===== src/rtl/oled_i2c_arbiter_if.sv =====
// Bus bundle between the per-panel sequencers, the arbiter and the shared I2C master.
// The slave modport is the arbiter's view; the master modport is the surrounding environment.
interface oled_i2c_arbiter_if #(
   parameter int unsigned NUM_REQ = 2
);
   logic [NUM_REQ-1:0]   req;
   logic [NUM_REQ-1:0]   gnt;
   logic [7*NUM_REQ-1:0] req_cmd_address;
   logic [NUM_REQ-1:0]   req_cmd_start;
   logic [NUM_REQ-1:0]   req_cmd_write_multiple;
   logic [NUM_REQ-1:0]   req_cmd_stop;
   logic [NUM_REQ-1:0]   req_cmd_valid;
   logic [NUM_REQ-1:0]   req_cmd_ready;
   logic [8*NUM_REQ-1:0] req_data;
   logic [NUM_REQ-1:0]   req_data_valid;
   logic [NUM_REQ-1:0]   req_data_last;
   logic [NUM_REQ-1:0]   req_data_ready;
   logic [6:0]           m_cmd_address;
   logic                 m_cmd_start;
   logic                 m_cmd_write_multiple;
   logic                 m_cmd_stop;
   logic                 m_cmd_valid;
   logic                 m_cmd_ready;
   logic [7:0]           m_data;
   logic                 m_data_valid;
   logic                 m_data_last;
   logic                 m_data_ready;
   logic                 m_busy;

   modport slave (
      input  req, req_cmd_address, req_cmd_start, req_cmd_write_multiple, req_cmd_stop,
             req_cmd_valid, req_data, req_data_valid, req_data_last,
             m_cmd_ready, m_data_ready, m_busy,
      output gnt, req_cmd_ready, req_data_ready,
             m_cmd_address, m_cmd_start, m_cmd_write_multiple, m_cmd_stop, m_cmd_valid,
             m_data, m_data_valid, m_data_last
   );

   modport master (
      output req, req_cmd_address, req_cmd_start, req_cmd_write_multiple, req_cmd_stop,
             req_cmd_valid, req_data, req_data_valid, req_data_last,
             m_cmd_ready, m_data_ready, m_busy,
      input  gnt, req_cmd_ready, req_data_ready,
             m_cmd_address, m_cmd_start, m_cmd_write_multiple, m_cmd_stop, m_cmd_valid,
             m_data, m_data_valid, m_data_last
   );
endinterface


===== src/rtl/oled_i2c_arbiter.sv =====
// Round-robin arbiter sharing one byte-stream I2C master between NUM_REQ OLED sequencers.
// Optional stall watchdog enabled by defining OLED_ARB_WATCHDOG_EN.
module oled_i2c_arbiter #(
   parameter int unsigned NUM_REQ    = 2,
   parameter int unsigned GAP_CYCLES = 1000,
   parameter int unsigned WDT_CYCLES = 65535
) (
   input  logic              clk,
   input  logic              rst_n,
   oled_i2c_arbiter_if.slave bus,
   output logic [1:0]        owner,
   output logic              arb_idle,
   output logic              wdt_abort
);
   typedef enum logic [2:0] {IDLE, GRANT, XFER, DRAIN, GAP} state_e;

   state_e               state_q, state_d;
   logic [NUM_REQ-1:0]   gnt_q, gnt_d;
   logic [1:0]           owner_q, owner_d;
   logic [1:0]           rr_q, rr_d;
   logic [31:0]          gap_cnt_q, gap_cnt_d;
   logic                 cmd_hs, data_hs, last_hs, req_held, any_req, wdt_fire;
   logic [1:0]           win;

   // gnt is one-hot, so the last matching iteration is the only one.
   always_comb begin
      bus.m_cmd_address        = '0;
      bus.m_cmd_start          = 1'b0;
      bus.m_cmd_write_multiple = 1'b0;
      bus.m_cmd_stop           = 1'b0;
      bus.m_cmd_valid          = 1'b0;
      bus.m_data               = '0;
      bus.m_data_valid         = 1'b0;
      bus.m_data_last          = 1'b0;
      for (int unsigned i = 0; i < NUM_REQ; i++) begin
         if (gnt_q[i]) begin
            bus.m_cmd_address        = bus.req_cmd_address[7*i +: 7];
            bus.m_cmd_start          = bus.req_cmd_start[i];
            bus.m_cmd_write_multiple = bus.req_cmd_write_multiple[i];
            bus.m_cmd_stop           = bus.req_cmd_stop[i];
            bus.m_cmd_valid          = bus.req_cmd_valid[i];
            bus.m_data               = bus.req_data[8*i +: 8];
            bus.m_data_valid         = bus.req_data_valid[i];
            bus.m_data_last          = bus.req_data_last[i];
         end
      end
   end

   assign bus.req_cmd_ready  = gnt_q & {NUM_REQ{bus.m_cmd_ready}};
   assign bus.req_data_ready = gnt_q & {NUM_REQ{bus.m_data_ready}};
   assign bus.gnt            = gnt_q;
   assign owner              = owner_q;
   assign arb_idle           = (state_q == IDLE);

   assign cmd_hs   = bus.m_cmd_valid & bus.m_cmd_ready;
   assign data_hs  = bus.m_data_valid & bus.m_data_ready;
   assign last_hs  = data_hs & bus.m_data_last;
   assign req_held = |(bus.req & gnt_q);
   assign any_req  = |bus.req;

   // First requester at or after rr_q, wrapping modulo NUM_REQ.
   always_comb begin
      int unsigned        j;
      logic               found;
      logic [NUM_REQ-1:0] req_rot;
      win   = rr_q;
      found = 1'b0;
      for (int unsigned i = 0; i < NUM_REQ; i++) begin
         j = 32'(rr_q) + i;
         if (j >= NUM_REQ) j = j - NUM_REQ;
         req_rot = bus.req >> j;
         if (!found && req_rot[0]) begin
            found = 1'b1;
            win   = j[1:0];
         end
      end
   end

   always_comb begin
      state_d   = state_q;
      gnt_d     = gnt_q;
      owner_d   = owner_q;
      rr_d      = rr_q;
      gap_cnt_d = gap_cnt_q;
      unique case (state_q)
         IDLE: if (any_req) begin
            gnt_d   = {{(NUM_REQ-1){1'b0}}, 1'b1} << win;
            owner_d = win;
            rr_d    = (win == 2'(NUM_REQ - 1)) ? 2'd0 : win + 2'd1;
            state_d = GRANT;
         end
         GRANT: if (cmd_hs) begin
            if (bus.m_cmd_write_multiple) begin
               state_d = XFER;
            end else if (bus.m_cmd_stop) begin
               state_d = DRAIN;
               gnt_d   = '0;
            end
         end else if (!req_held) begin
            state_d = IDLE;
            gnt_d   = '0;
         end
         XFER: if (last_hs) begin
            state_d = DRAIN;
            gnt_d   = '0;
         end
         DRAIN: if (!bus.m_busy) begin
            gap_cnt_d = '0;
            state_d   = (GAP_CYCLES == 0) ? IDLE : GAP;
         end
         GAP: begin
            if (gap_cnt_q == GAP_CYCLES - 1) state_d = IDLE;
            else                             gap_cnt_d = gap_cnt_q + 32'd1;
         end
         default: state_d = IDLE;
      endcase
      if (wdt_fire) begin
         state_d = DRAIN;
         gnt_d   = '0;
      end
   end

   always_ff @(posedge clk or negedge rst_n) begin
      if (!rst_n) begin
         state_q   <= IDLE;
         gnt_q     <= '0;
         owner_q   <= '0;
         rr_q      <= '0;
         gap_cnt_q <= '0;
      end else begin
         state_q   <= state_d;
         gnt_q     <= gnt_d;
         owner_q   <= owner_d;
         rr_q      <= rr_d;
         gap_cnt_q <= gap_cnt_d;
      end
   end

`ifdef OLED_ARB_WATCHDOG_EN
   logic [31:0] wdt_cnt_q, wdt_cnt_d;
   logic        wdt_abort_q, wdt_abort_d;

   // Counts consecutive handshake-free cycles while the bus is owned.
   always_comb begin
      wdt_cnt_d   = '0;
      wdt_fire    = 1'b0;
      if ((state_q == GRANT || state_q == XFER) && !(cmd_hs || data_hs)) begin
         if (wdt_cnt_q == WDT_CYCLES - 1) wdt_fire = 1'b1;
         else                             wdt_cnt_d = wdt_cnt_q + 32'd1;
      end
      wdt_abort_d = wdt_fire;
   end

   always_ff @(posedge clk or negedge rst_n) begin
      if (!rst_n) begin
         wdt_cnt_q   <= '0;
         wdt_abort_q <= 1'b0;
      end else begin
         wdt_cnt_q   <= wdt_cnt_d;
         wdt_abort_q <= wdt_abort_d;
      end
   end

   assign wdt_abort = wdt_abort_q;
`else
   assign wdt_fire  = 1'b0;
   // WDT_CYCLES has no effect without the watchdog; referenced so the port list stays uniform.
   assign wdt_abort = 1'b0 & (WDT_CYCLES != 0);
`endif
endmodule


===== src/flat_wrapper.sv =====
// flat-port wrapper written by rule: the top's interface ports become plain ports
module oled_i2c_arbiter_flat 
#(
   parameter int unsigned NUM_REQ    = 2,
   parameter int unsigned GAP_CYCLES = 1000,
   parameter int unsigned WDT_CYCLES = 65535
)
  (clk, rst_n, owner, arb_idle, wdt_abort, bus_req, bus_req_cmd_address, bus_req_cmd_start, bus_req_cmd_write_multiple, bus_req_cmd_stop, bus_req_cmd_valid, bus_req_data, bus_req_data_valid, bus_req_data_last, bus_m_cmd_ready, bus_m_data_ready, bus_m_busy, bus_gnt, bus_req_cmd_ready, bus_req_data_ready, bus_m_cmd_address, bus_m_cmd_start, bus_m_cmd_write_multiple, bus_m_cmd_stop, bus_m_cmd_valid, bus_m_data, bus_m_data_valid, bus_m_data_last);
  oled_i2c_arbiter_if #(.NUM_REQ(NUM_REQ)) bus_i ();
  input  logic clk;
  input  logic rst_n;
  output logic [1:0] owner;
  output logic arb_idle;
  output logic wdt_abort;
  input wire logic [$bits(bus_i.req)-1:0] bus_req;
  input wire logic [$bits(bus_i.req_cmd_address)-1:0] bus_req_cmd_address;
  input wire logic [$bits(bus_i.req_cmd_start)-1:0] bus_req_cmd_start;
  input wire logic [$bits(bus_i.req_cmd_write_multiple)-1:0] bus_req_cmd_write_multiple;
  input wire logic [$bits(bus_i.req_cmd_stop)-1:0] bus_req_cmd_stop;
  input wire logic [$bits(bus_i.req_cmd_valid)-1:0] bus_req_cmd_valid;
  input wire logic [$bits(bus_i.req_data)-1:0] bus_req_data;
  input wire logic [$bits(bus_i.req_data_valid)-1:0] bus_req_data_valid;
  input wire logic [$bits(bus_i.req_data_last)-1:0] bus_req_data_last;
  input wire logic [$bits(bus_i.m_cmd_ready)-1:0] bus_m_cmd_ready;
  input wire logic [$bits(bus_i.m_data_ready)-1:0] bus_m_data_ready;
  input wire logic [$bits(bus_i.m_busy)-1:0] bus_m_busy;
  output wire logic [$bits(bus_i.gnt)-1:0] bus_gnt;
  output wire logic [$bits(bus_i.req_cmd_ready)-1:0] bus_req_cmd_ready;
  output wire logic [$bits(bus_i.req_data_ready)-1:0] bus_req_data_ready;
  output wire logic [$bits(bus_i.m_cmd_address)-1:0] bus_m_cmd_address;
  output wire logic [$bits(bus_i.m_cmd_start)-1:0] bus_m_cmd_start;
  output wire logic [$bits(bus_i.m_cmd_write_multiple)-1:0] bus_m_cmd_write_multiple;
  output wire logic [$bits(bus_i.m_cmd_stop)-1:0] bus_m_cmd_stop;
  output wire logic [$bits(bus_i.m_cmd_valid)-1:0] bus_m_cmd_valid;
  output wire logic [$bits(bus_i.m_data)-1:0] bus_m_data;
  output wire logic [$bits(bus_i.m_data_valid)-1:0] bus_m_data_valid;
  output wire logic [$bits(bus_i.m_data_last)-1:0] bus_m_data_last;
  assign bus_i.req = bus_req;
  assign bus_i.req_cmd_address = bus_req_cmd_address;
  assign bus_i.req_cmd_start = bus_req_cmd_start;
  assign bus_i.req_cmd_write_multiple = bus_req_cmd_write_multiple;
  assign bus_i.req_cmd_stop = bus_req_cmd_stop;
  assign bus_i.req_cmd_valid = bus_req_cmd_valid;
  assign bus_i.req_data = bus_req_data;
  assign bus_i.req_data_valid = bus_req_data_valid;
  assign bus_i.req_data_last = bus_req_data_last;
  assign bus_i.m_cmd_ready = bus_m_cmd_ready;
  assign bus_i.m_data_ready = bus_m_data_ready;
  assign bus_i.m_busy = bus_m_busy;
  assign bus_gnt = bus_i.gnt;
  assign bus_req_cmd_ready = bus_i.req_cmd_ready;
  assign bus_req_data_ready = bus_i.req_data_ready;
  assign bus_m_cmd_address = bus_i.m_cmd_address;
  assign bus_m_cmd_start = bus_i.m_cmd_start;
  assign bus_m_cmd_write_multiple = bus_i.m_cmd_write_multiple;
  assign bus_m_cmd_stop = bus_i.m_cmd_stop;
  assign bus_m_cmd_valid = bus_i.m_cmd_valid;
  assign bus_m_data = bus_i.m_data;
  assign bus_m_data_valid = bus_i.m_data_valid;
  assign bus_m_data_last = bus_i.m_data_last;
  oled_i2c_arbiter #(.NUM_REQ(NUM_REQ), .GAP_CYCLES(GAP_CYCLES), .WDT_CYCLES(WDT_CYCLES)) u_core (.clk(clk), .rst_n(rst_n), .bus(bus_i), .owner(owner), .arb_idle(arb_idle), .wdt_abort(wdt_abort));
endmodule

===== config.mk =====
export PLATFORM = sky130hd
export DESIGN_NAME = oled_i2c_arbiter_flat
export DESIGN_NICKNAME = d
export VERILOG_FILES = /design/src/rtl/oled_i2c_arbiter_if.sv /design/src/rtl/oled_i2c_arbiter.sv /design/src/flat_wrapper.sv
export SDC_FILE = /design/constraint.sdc
export NUM_CORES = 1
export LEC_CHECK = 0
export ABC_CLOCK_PERIOD_IN_PS = 1900
export BUFFER_PORTS_ARGS = -buffer_cell sky130_fd_sc_hd__buf_2
export CORE_ASPECT_RATIO = 1.2
export CORE_MARGIN = 2
export CORE_UTILIZATION = 47
export DETAILED_ROUTE_END_ITERATION = 12
export GPL_TIMING_DRIVEN = 0
export PLACE_DENSITY = 0.79
export SETUP_SLACK_MARGIN = 0.15
export SLEW_MARGIN = 20
export SYNTH_ARGS = -nofsm -noshare
export SYNTH_HDL_FRONTEND = slang
export SYNTH_SLANG_ARGS = --single-unit
export TNS_END_PERCENT = 50

===== constraint.sdc =====
create_clock -name clk -period 1.9 [get_ports clk]
set_input_delay 0.38 -clock clk [delete_from_list [all_inputs] [get_ports clk]]
set_output_delay 0.38 -clock clk [all_outputs]
set_load 0.03 [all_outputs]

==> flow_results.xml, run 1 <==
<?xml version="1.0" encoding="UTF-8"?>
<metrics>
  <group name="timing">
    <metric name="timing_worst_slew_pin_value" unit="ps">925</metric>
    <metric name="final.period_utilization" unit="%">109</metric>
    <metric name="post-route-min-period" unit="ps">2070</metric>
    <metric name="finalClockSkew" unit="ps">12.9</metric>
    <metric name="rsz_0062_raised_after_global_routing" unit="">yes</metric>
    <metric name="timing.final.max_slew_violations" unit="">0</metric>
    <metric name="setup_viol_count_final" unit="">48</metric>
    <metric name="tns" unit="ps">-2790</metric>
    <metric name="maxSlewHeadroom" unit="%">38.3</metric>
    <metric name="achievable-frequency" unit="GHz">0.484</metric>
    <metric name="timing.final.ws_setup" unit="ps">-168</metric>
    <metric name="hold_viol" unit="">0</metric>
  </group>
  <group name="routing">
    <metric name="route.vias.total" unit="">3188</metric>
    <metric name="drt-initial-drc-count" unit="">287</metric>
    <metric name="drt_pass1_iterations" unit="">7</metric>
    <metric name="final_ant_viol_nets" unit="">0</metric>
    <metric name="drt_wl_total" unit="mm">10.4</metric>
    <metric name="routed_via_density" unit="">6.35</metric>
    <metric name="number_of_remaining_drc_errors" unit="">0</metric>
    <metric name="drt-wirelength-per-cell" unit="um">20.7</metric>
  </group>
  <group name="clock_tree">
    <metric name="hold_buffers" unit="">0</metric>
    <metric name="tritoncts_clock_tree" unit="">yes</metric>
    <metric name="cts_sink_count" unit="">41</metric>
    <metric name="cts-root-buf" unit="">sky130_fd_sc_hd__clkbuf_8</metric>
    <metric name="cts_buffers" unit="">5</metric>
    <metric name="cts_buffer_depth" unit="">2</metric>
    <metric name="cts.clk_slew.worst_paths" unit="ps">80</metric>
    <metric name="worst_skew_pair.late_latency" unit="ps">310</metric>
    <metric name="htreeDepth" unit="">2</metric>
  </group>
  <group name="global_routing">
    <metric name="global_route_wire_length_before_repair" unit="mm">14.6</metric>
    <metric name="vias_in_the_first_global_route" unit="">3061</metric>
    <metric name="grt_start_max_net_pins" unit="">42</metric>
    <metric name="grt_antenna_before_repair" unit="">0</metric>
    <metric name="grt.overflow.total" unit="">0</metric>
    <metric name="track_usage" unit="%">29.9</metric>
  </group>
  <group name="logic_synthesis">
    <metric name="synthesized_net_count" unit="">351</metric>
    <metric name="postSynthRegisterBits" unit="">41</metric>
    <metric name="ys_warn_count" unit="">0</metric>
    <metric name="syn-instance-count" unit="">301</metric>
    <metric name="yosys_most_used_dff" unit="">sky130_fd_sc_hd__dfrtp_1</metric>
    <metric name="async_reset_ff_share" unit="%">100</metric>
    <metric name="synth_unique_cells" unit="">59</metric>
    <metric name="number_of_flops_mapped_to_enable_cells_by_yosys" unit="">0</metric>
    <metric name="post_synth.cell_area_avg" unit="sq um">8.80</metric>
    <metric name="seq_area_frac_synth" unit="%">38.7</metric>
    <metric name="netlist_area_before_placement" unit="sq um">2650</metric>
  </group>
  <group name="floorplanning">
    <metric name="top_level_ports" unit="">80</metric>
    <metric name="floorplan.die.width" unit="um">72.5</metric>
    <metric name="floorplan.initialDensity" unit="%">49.3</metric>
    <metric name="die-area" unit="sq um">6260</metric>
    <metric name="floorplan.core_area" unit="sq um">5370</metric>
    <metric name="die_h" unit="um">86.3</metric>
    <metric name="std_cell_rows" unit="">29</metric>
  </group>
  <group name="pwr">
    <metric name="pwr-share-clk" unit="%">12.8</metric>
    <metric name="irDropWorstVdd" unit="uV">757</metric>
    <metric name="power_leakage" unit="uW">0.00199</metric>
    <metric name="switching_share" unit="%">42.6</metric>
    <metric name="seq_power_share" unit="%">25.0</metric>
    <metric name="combinationalPowerShare" unit="%">62.2</metric>
    <metric name="power.net_switching" unit="uW">2350</metric>
    <metric name="power_density" unit="nW/um^2">1280</metric>
    <metric name="intPower" unit="uW">3160</metric>
    <metric name="finalPower" unit="uW">5520</metric>
  </group>
  <group name="layout">
    <metric name="most-common-layout-cells" unit="">sky130_fd_sc_hd__buf_2 (56), sky130_fd_sc_hd__buf_4 (48), sky130_fd_sc_hd__dfrtp_1 (36)</metric>
    <metric name="syn_to_final_growth" unit="%">62.8</metric>
    <metric name="fin_nets" unit="">489</metric>
    <metric name="mostFrequentLayoutCell" unit="">sky130_fd_sc_hd__buf_2</metric>
    <metric name="fillCellCount" unit="">300</metric>
    <metric name="antenna-diode-count" unit="">0</metric>
    <metric name="fin_util" unit="%">80.4</metric>
    <metric name="drive_above_1_share" unit="%">52.0</metric>
  </group>
  <group name="outcome">
    <metric name="result_of_the_run" unit="">finished with violations</metric>
    <metric name="failed_checks" unit="">negative setup slack</metric>
  </group>
  <group name="placement">
    <metric name="hpwlAfterDp" unit="mm">5.49</metric>
    <metric name="place_congestion" unit="">0.865</metric>
    <metric name="port-buffer-count" unit="">78</metric>
  </group>
  <group name="worst_setup_path">
    <metric name="endpoint_arrival_time_on_the_critical_path" unit="ps">2280</metric>
    <metric name="path_class" unit="">flip-flop to flip-flop</metric>
    <metric name="critPathCaptureType" unit="">flip-flop</metric>
    <metric name="cp_max_fo" unit="">4</metric>
    <metric name="required" unit="ps">2110</metric>
    <metric name="critical_path.startpoint_type" unit="">flip-flop</metric>
  </group>
  <group name="job">
    <metric name="maxCapViolCount" unit="">0</metric>
  </group>
  <group name="min_path">
    <metric name="worstHoldPathType" unit="">primary input to async pin</metric>
  </group>
</metrics>
flip-flops by register name (all words and copies together) (netlist names):
| name | cells |
|---|---|
| u_core.gap_cnt_q | 32 |
| u_core.state_q | 3 |
| u_core.bus.gnt | 2 |
| u_core.owner | 2 |
| u_core.rr_q | 2 |
worst max-delay path, stage by stage (launching register included):
cell and delay, ps:
sky130_fd_sc_hd__dfrtp_1 400, sky130_fd_sc_hd__buf_6 130, sky130_fd_sc_hd__or3b_4 420, sky130_fd_sc_hd__a211oi_4 310, sky130_fd_sc_hd__nand3_1 140, sky130_fd_sc_hd__or4_1 430, sky130_fd_sc_hd__o21ai_1 150
cell usage after synthesis, types with 3 or more instances:
cell type                  instances  area, sq um
sky130_fd_sc_hd__mux2_2            3         33.8
sky130_fd_sc_hd__nand3_1          20          100
sky130_fd_sc_hd__a21oi_1          15         75.1
sky130_fd_sc_hd__nand2b_1          3         18.8
sky130_fd_sc_hd__and2_1            5         31.3
sky130_fd_sc_hd__and3_1            6         37.5
sky130_fd_sc_hd__o211ai_1          6         45.0
sky130_fd_sc_hd__xor2_1            6         52.6
sky130_fd_sc_hd__clkbuf_1          8         30.0
sky130_fd_sc_hd__a22o_1           18          158
sky130_fd_sc_hd__dfrtp_1          41         1030
sky130_fd_sc_hd__xnor2_1           5         43.8
sky130_fd_sc_hd__o21ai_0          13         65.1
sky130_fd_sc_hd__or3_1             5         31.3
sky130_fd_sc_hd__nor4_1            8         50.1
sky130_fd_sc_hd__nor2_1           22         82.6
sky130_fd_sc_hd__nand4_1           8         50.1
sky130_fd_sc_hd__nand2_1          22         82.6
sky130_fd_sc_hd__inv_1            15         56.3
sky130_fd_sc_hd__or4_1             9         67.6
sky130_fd_sc_hd__o31ai_1           4         30.0
sky130_fd_sc_hd__buf_2             6         30.0
sky130_fd_sc_hd__nor3_1            5         25.0
worst paths after layout:
path	startpoint	depth (start not counted)	endpoint	slack (ps)
worst min register to register	u_core.owner[1]	2	u_core.owner[1]	520
min in group clk	bus_req[1]	3	u_core.rr_q[0]	500
worst min-delay path	rst_n	1	u_core.gap_cnt_q[1]	210
worst max-delay path	u_core.state_q[0]	6	u_core.gap_cnt_q[26]	-170
worst max register to register	u_core.state_q[0]	6	u_core.gap_cnt_q[26]	-170
max in group asynchronous	rst_n	1	u_core.gap_cnt_q[16]	1040
through the flow:
step           setup slack (ps)  cells  hold WS, ps  cell area [sq um]
6_report                   -168    502          207               4320
4_1_cts                    -106    490          229               4060
5_1_grt                    -237    502          293               4320
3_3_place_gp               -370    441          495               3230
2_1_floorplan             -38.6    301         84.4               2770
3_5_place_dp               -387    441          507               3230
metal layers:
| metal | global-route usage (%) | share of wire, % | wire, um |
|---|---|---|---|
| met1 | 30.7 | 34 | 3550 |
| met2 | 56.7 | 54 | 5630 |
| met3 | 5.35 | 7.3 | 758 |
| met4 | 15.2 | 4.3 | 444 |
| met5 | 0 | 0 | 0 |
cell type report:
cell class | instances | area, sq um | share of cell area [%]
multi-input combinational | 228 | 1850 | 42.9
sequential | 41 | 1030 | 23.9
timing repair buffer | 131 | 970 | 22.5
buffer | 17 | 219 | 5.07
tap | 62 | 77.6 | 1.80
clock buffer | 6 | 72.6 | 1.68
inverter | 15 | 56.3 | 1.30
clock inverter | 2 | 35.0 | 0.812
what timing repair did:
item                                    in CTS  in global routing
gates resized for setup                     95                 44
pin swaps                                   27                 18
buffers inserted                            39                 12
endpoints found under the setup margin      55                 61
hold endpoints to repair                     0                  0
gates cloned                                 2                  0
power by group through the flow:
stage | Combinational [uW] | Sequential, uW | Clock, uW
final | 3430 | 1380 | 703
after CTS | 3050 | 1350 | 703
after global placement | 2060 | 1430 | 0
after floorplan | 1560 | 1420 | 0
after global routing | 3610 | 1410 | 737
after detailed placement | 2110 | 1450 | 0
logic make-up (layout without fill, tap and decap cells):
kind of cell,Yosys count,in the layout,share of synthesized area [%]
buf+inv,32,171,4.96
compound gates,77,77,21.0
mux,5,5,2.03
xor+xnor,11,11,3.64
simple gates,133,133,29.1
flops,41,41,38.7
other cells,1,1,0.142
fa+ha+maj,1,1,0.472
Note: power is estimated with default switching activity, not from simulation.
==> run 2, diff against run 1 <==
--- a/config.mk
+++ b/config.mk
@@ -7,7 +7,6 @@
 export LEC_CHECK = 0
 export ABC_CLOCK_PERIOD_IN_PS = 1900
 export BUFFER_PORTS_ARGS = -buffer_cell sky130_fd_sc_hd__buf_2
-export CORE_ASPECT_RATIO = 1.2
 export CORE_MARGIN = 2
 export CORE_UTILIZATION = 47
 export DETAILED_ROUTE_END_ITERATION = 12
==> run 2 against run 1 <==
The run still ends with negative setup slack left. Clock power grew 24%. Combinational power grew 17%. Sequential power grew 5%. Global-route usage grew 1.7 points. Non-clock buffer count is the same. Sequential share of layout area shrank 1.0 points. Utilization grew 2.0 points. Highest routed layer unchanged. Total power grew 15%. Worst setup slack lost 55 ps. Wire length grew 25%. Register-to-register slack lost 50 ps.
==> flow_results.xml, run 2 (synthesized netlist as in run 1, its figures left out) <==
<?xml version="1.0" encoding="UTF-8"?>
<metrics>
  <group name="layout">
    <metric name="reg.largest.list" unit="">u_core.gap_cnt_q (32), u_core.state_q (3)</metric>
    <metric name="fin_nets" unit="">489</metric>
    <metric name="post_layout_nonfiller_instances" unit="">512</metric>
    <metric name="multi_input_area" unit="sq um">1990</metric>
    <metric name="largest_register_ffs" unit="">32</metric>
    <metric name="sequential_cell_area" unit="sq um">1030</metric>
    <metric name="fin_util" unit="%">82.4</metric>
    <metric name="regMostFlops" unit="">u_core.gap_cnt_q</metric>
    <metric name="mostFrequentLayoutCell" unit="">sky130_fd_sc_hd__buf_2</metric>
    <metric name="fillCellCount" unit="">260</metric>
    <metric name="antenna-diode-count" unit="">0</metric>
    <metric name="drive_above_1_share" unit="%">54.8</metric>
    <metric name="most-common-layout-cells" unit="">sky130_fd_sc_hd__buf_2 (56), sky130_fd_sc_hd__buf_4 (44), sky130_fd_sc_hd__dfrtp_1 (36)</metric>
    <metric name="syn_to_final_growth" unit="%">70.2</metric>
  </group>
  <group name="timing">
    <metric name="whs" unit="ps">195</metric>
    <metric name="achievable-frequency" unit="GHz">0.471</metric>
    <metric name="post-route-min-period" unit="ps">2120</metric>
    <metric name="timing.final.ws_setup" unit="ps">-222</metric>
    <metric name="timing.final.max_slew_violations" unit="">0</metric>
    <metric name="rsz_0062_raised_after_global_routing" unit="">yes</metric>
    <metric name="final.period_utilization" unit="%">112</metric>
    <metric name="maxSlewHeadroom" unit="%">36.4</metric>
    <metric name="finalClockSkew" unit="ps">18.4</metric>
    <metric name="setup_viol_count_final" unit="">52</metric>
    <metric name="hold_viol" unit="">0</metric>
    <metric name="tns" unit="ps">-5820</metric>
    <metric name="timing_worst_slew_pin_value" unit="ps">954</metric>
  </group>
  <group name="pwr">
    <metric name="power.net_switching" unit="uW">2790</metric>
    <metric name="switching_share" unit="%">44.0</metric>
    <metric name="intPower" unit="uW">3540</metric>
    <metric name="seq_power_share" unit="%">22.9</metric>
    <metric name="combinationalPowerShare" unit="%">63.3</metric>
    <metric name="power_leakage" unit="uW">0.00206</metric>
    <metric name="finalPower" unit="uW">6330</metric>
    <metric name="irDropWorstVdd" unit="uV">1270</metric>
    <metric name="power_density" unit="nW/um^2">1400</metric>
    <metric name="pwr-share-clk" unit="%">13.8</metric>
  </group>
  <group name="routing">
    <metric name="drt-wirelength-per-cell" unit="um">25.3</metric>
    <metric name="drt_wl_total" unit="mm">13.0</metric>
    <metric name="routed_via_density" unit="">6.91</metric>
    <metric name="route.vias.total" unit="">3538</metric>
    <metric name="number_of_remaining_drc_errors" unit="">0</metric>
    <metric name="drt_pass1_iterations" unit="">6</metric>
    <metric name="drt-initial-drc-count" unit="">639</metric>
    <metric name="final_ant_viol_nets" unit="">0</metric>
  </group>
  <group name="clock_tree">
    <metric name="cts.clk_slew.worst_paths" unit="ps">100</metric>
    <metric name="cts_buffers" unit="">5</metric>
    <metric name="cts_sink_count" unit="">41</metric>
    <metric name="cts_buffer_depth" unit="">2</metric>
    <metric name="worst_skew_pair.late_latency" unit="ps">330</metric>
    <metric name="cts-root-buf" unit="">sky130_fd_sc_hd__clkbuf_8</metric>
    <metric name="hold_buffers" unit="">0</metric>
    <metric name="tritoncts_clock_tree" unit="">yes</metric>
    <metric name="htreeDepth" unit="">2</metric>
  </group>
  <group name="worst_setup_path">
    <metric name="levels_on_crit_path" unit="">5</metric>
    <metric name="cp_num_buf_inv" unit="">0</metric>
    <metric name="r2r_endpoint" unit="">u_core.gap_cnt_q[31]</metric>
    <metric name="endpoint_arrival_time_on_the_critical_path" unit="ps">2370</metric>
    <metric name="critPathCaptureType" unit="">flip-flop</metric>
    <metric name="path_class" unit="">flip-flop to flip-flop</metric>
    <metric name="worst_path_dominant_cell_family" unit="">simple AND/OR/NAND/NOR gates</metric>
    <metric name="timing.critical_path.cells" unit="">and3_4 &gt; nand3_2 &gt; or4_4 &gt; or4_1 &gt; a21oi_1</metric>
    <metric name="reg2reg_from" unit="">u_core.gap_cnt_q[22]</metric>
    <metric name="required" unit="ps">2150</metric>
    <metric name="critPathSlowestCell" unit="">sky130_fd_sc_hd__or4_4</metric>
    <metric name="setup.reg_to_reg.worst_slack" unit="ps">-220</metric>
    <metric name="critical_path.startpoint_type" unit="">flip-flop</metric>
    <metric name="critical_path.endpoint" unit="">u_core.gap_cnt_q[31]</metric>
    <metric name="cpPeakStageDelay" unit="ps">600</metric>
    <metric name="r2r_cells" unit="">5</metric>
    <metric name="critPathLaunch" unit="">u_core.gap_cnt_q[22]</metric>
    <metric name="cp_max_fo" unit="">5</metric>
  </group>
  <group name="global_routing">
    <metric name="grt.overflow.total" unit="">0</metric>
    <metric name="track_usage" unit="%">31.6</metric>
    <metric name="grt_antenna_before_repair" unit="">0</metric>
    <metric name="global_route_wire_length_before_repair" unit="mm">15.3</metric>
    <metric name="grt_start_max_net_pins" unit="">42</metric>
    <metric name="vias_in_the_first_global_route" unit="">2995</metric>
  </group>
  <group name="job">
    <metric name="maxCapViolCount" unit="">0</metric>
  </group>
  <group name="floorplanning">
    <metric name="die-area" unit="sq um">6260</metric>
    <metric name="floorplan.core_area" unit="sq um">5470</metric>
    <metric name="floorplan.initialDensity" unit="%">48.4</metric>
    <metric name="std_cell_rows" unit="">27</metric>
    <metric name="top_level_ports" unit="">80</metric>
    <metric name="die_h" unit="um">79.1</metric>
    <metric name="floorplan.die.width" unit="um">79.1</metric>
  </group>
  <group name="placement">
    <metric name="place_congestion" unit="">0.887</metric>
    <metric name="place_inst" unit="">451</metric>
    <metric name="hpwlAfterDp" unit="mm">5.30</metric>
    <metric name="port-buffer-count" unit="">78</metric>
  </group>
  <group name="outcome">
    <metric name="result_of_the_run" unit="">finished with violations</metric>
    <metric name="failed_checks" unit="">negative setup slack</metric>
  </group>
  <group name="min_path">
    <metric name="worstHoldPathType" unit="">primary input to async pin</metric>
  </group>
</metrics>
## run 2: per-layer routing
layer / wire length (um) / part of all wire, % / track usage (%) / vias up
met4: 957 / 7.4 / 12.6 / 0
li1: - / - / - / 1413
met3: 1350 / 10 / 5.68 / 115
met2: 6090 / 47 / 50.6 / 358
met1: 4560 / 35 / 42.4 / 1652
met5: 0 / 0 / 0 / -
## run 2: area by class of cell
class                      count  share of cell area (%)
timing repair buffer         131                    22.3
sequential                    41                    22.9
inverter                      15                    1.25
clock inverter                 3                    1.44
clock buffer                   5                    1.53
tap                           72                    2.00
buffer                        17                    4.50
multi-input combinational    228                    44.1
## run 2: power by group through the flow
| stage | Combinational, uW | Sequential, uW | Clock, uW |
|---|---|---|---|
| 2_1_floorplan | 1560 | 1420 | 0 |
| 3_3_place_gp | 2070 | 1440 | 0 |
| 3_5_place_dp | 2120 | 1450 | 0 |
| 4_1_cts | 3090 | 1390 | 847 |
| 5_1_grt | 4140 | 1460 | 909 |
| 6_report | 4010 | 1450 | 874 |
## run 2: repair_timing
item,in CTS,in global routing
buffers inserted,29,21
endpoints found under the setup margin,56,61
gates cloned,3,0
gates resized for setup,98,77
pin swaps,25,29
## run 2: how the worst min path moves through the flow
| stage | endpoint | slack [ps] | cells past startpoint |
|---|---|---|---|
| 6_report | u_core.gap_cnt_q[21] | 200 | 1 |
| 3_3_place_gp | u_core.owner[0] | 490 | 1 |
| 5_1_grt | u_core.gap_cnt_q[21] | 270 | 1 |
| 4_1_cts | u_core.gap_cnt_q[29] | 240 | 1 |
| 3_5_place_dp | u_core.owner[0] | 500 | 1 |
| 2_1_floorplan | u_core.bus.gnt[0] | 80 | 0 |
## run 2: through the flow
step / instance area [sq um] / worst slack, ps
detailed placement: 3250 / -379
global placement: 3250 / -358
floorplan: 2770 / -38.6
finish: 4510 / -222
CTS: 4040 / -131
global route: 4510 / -248
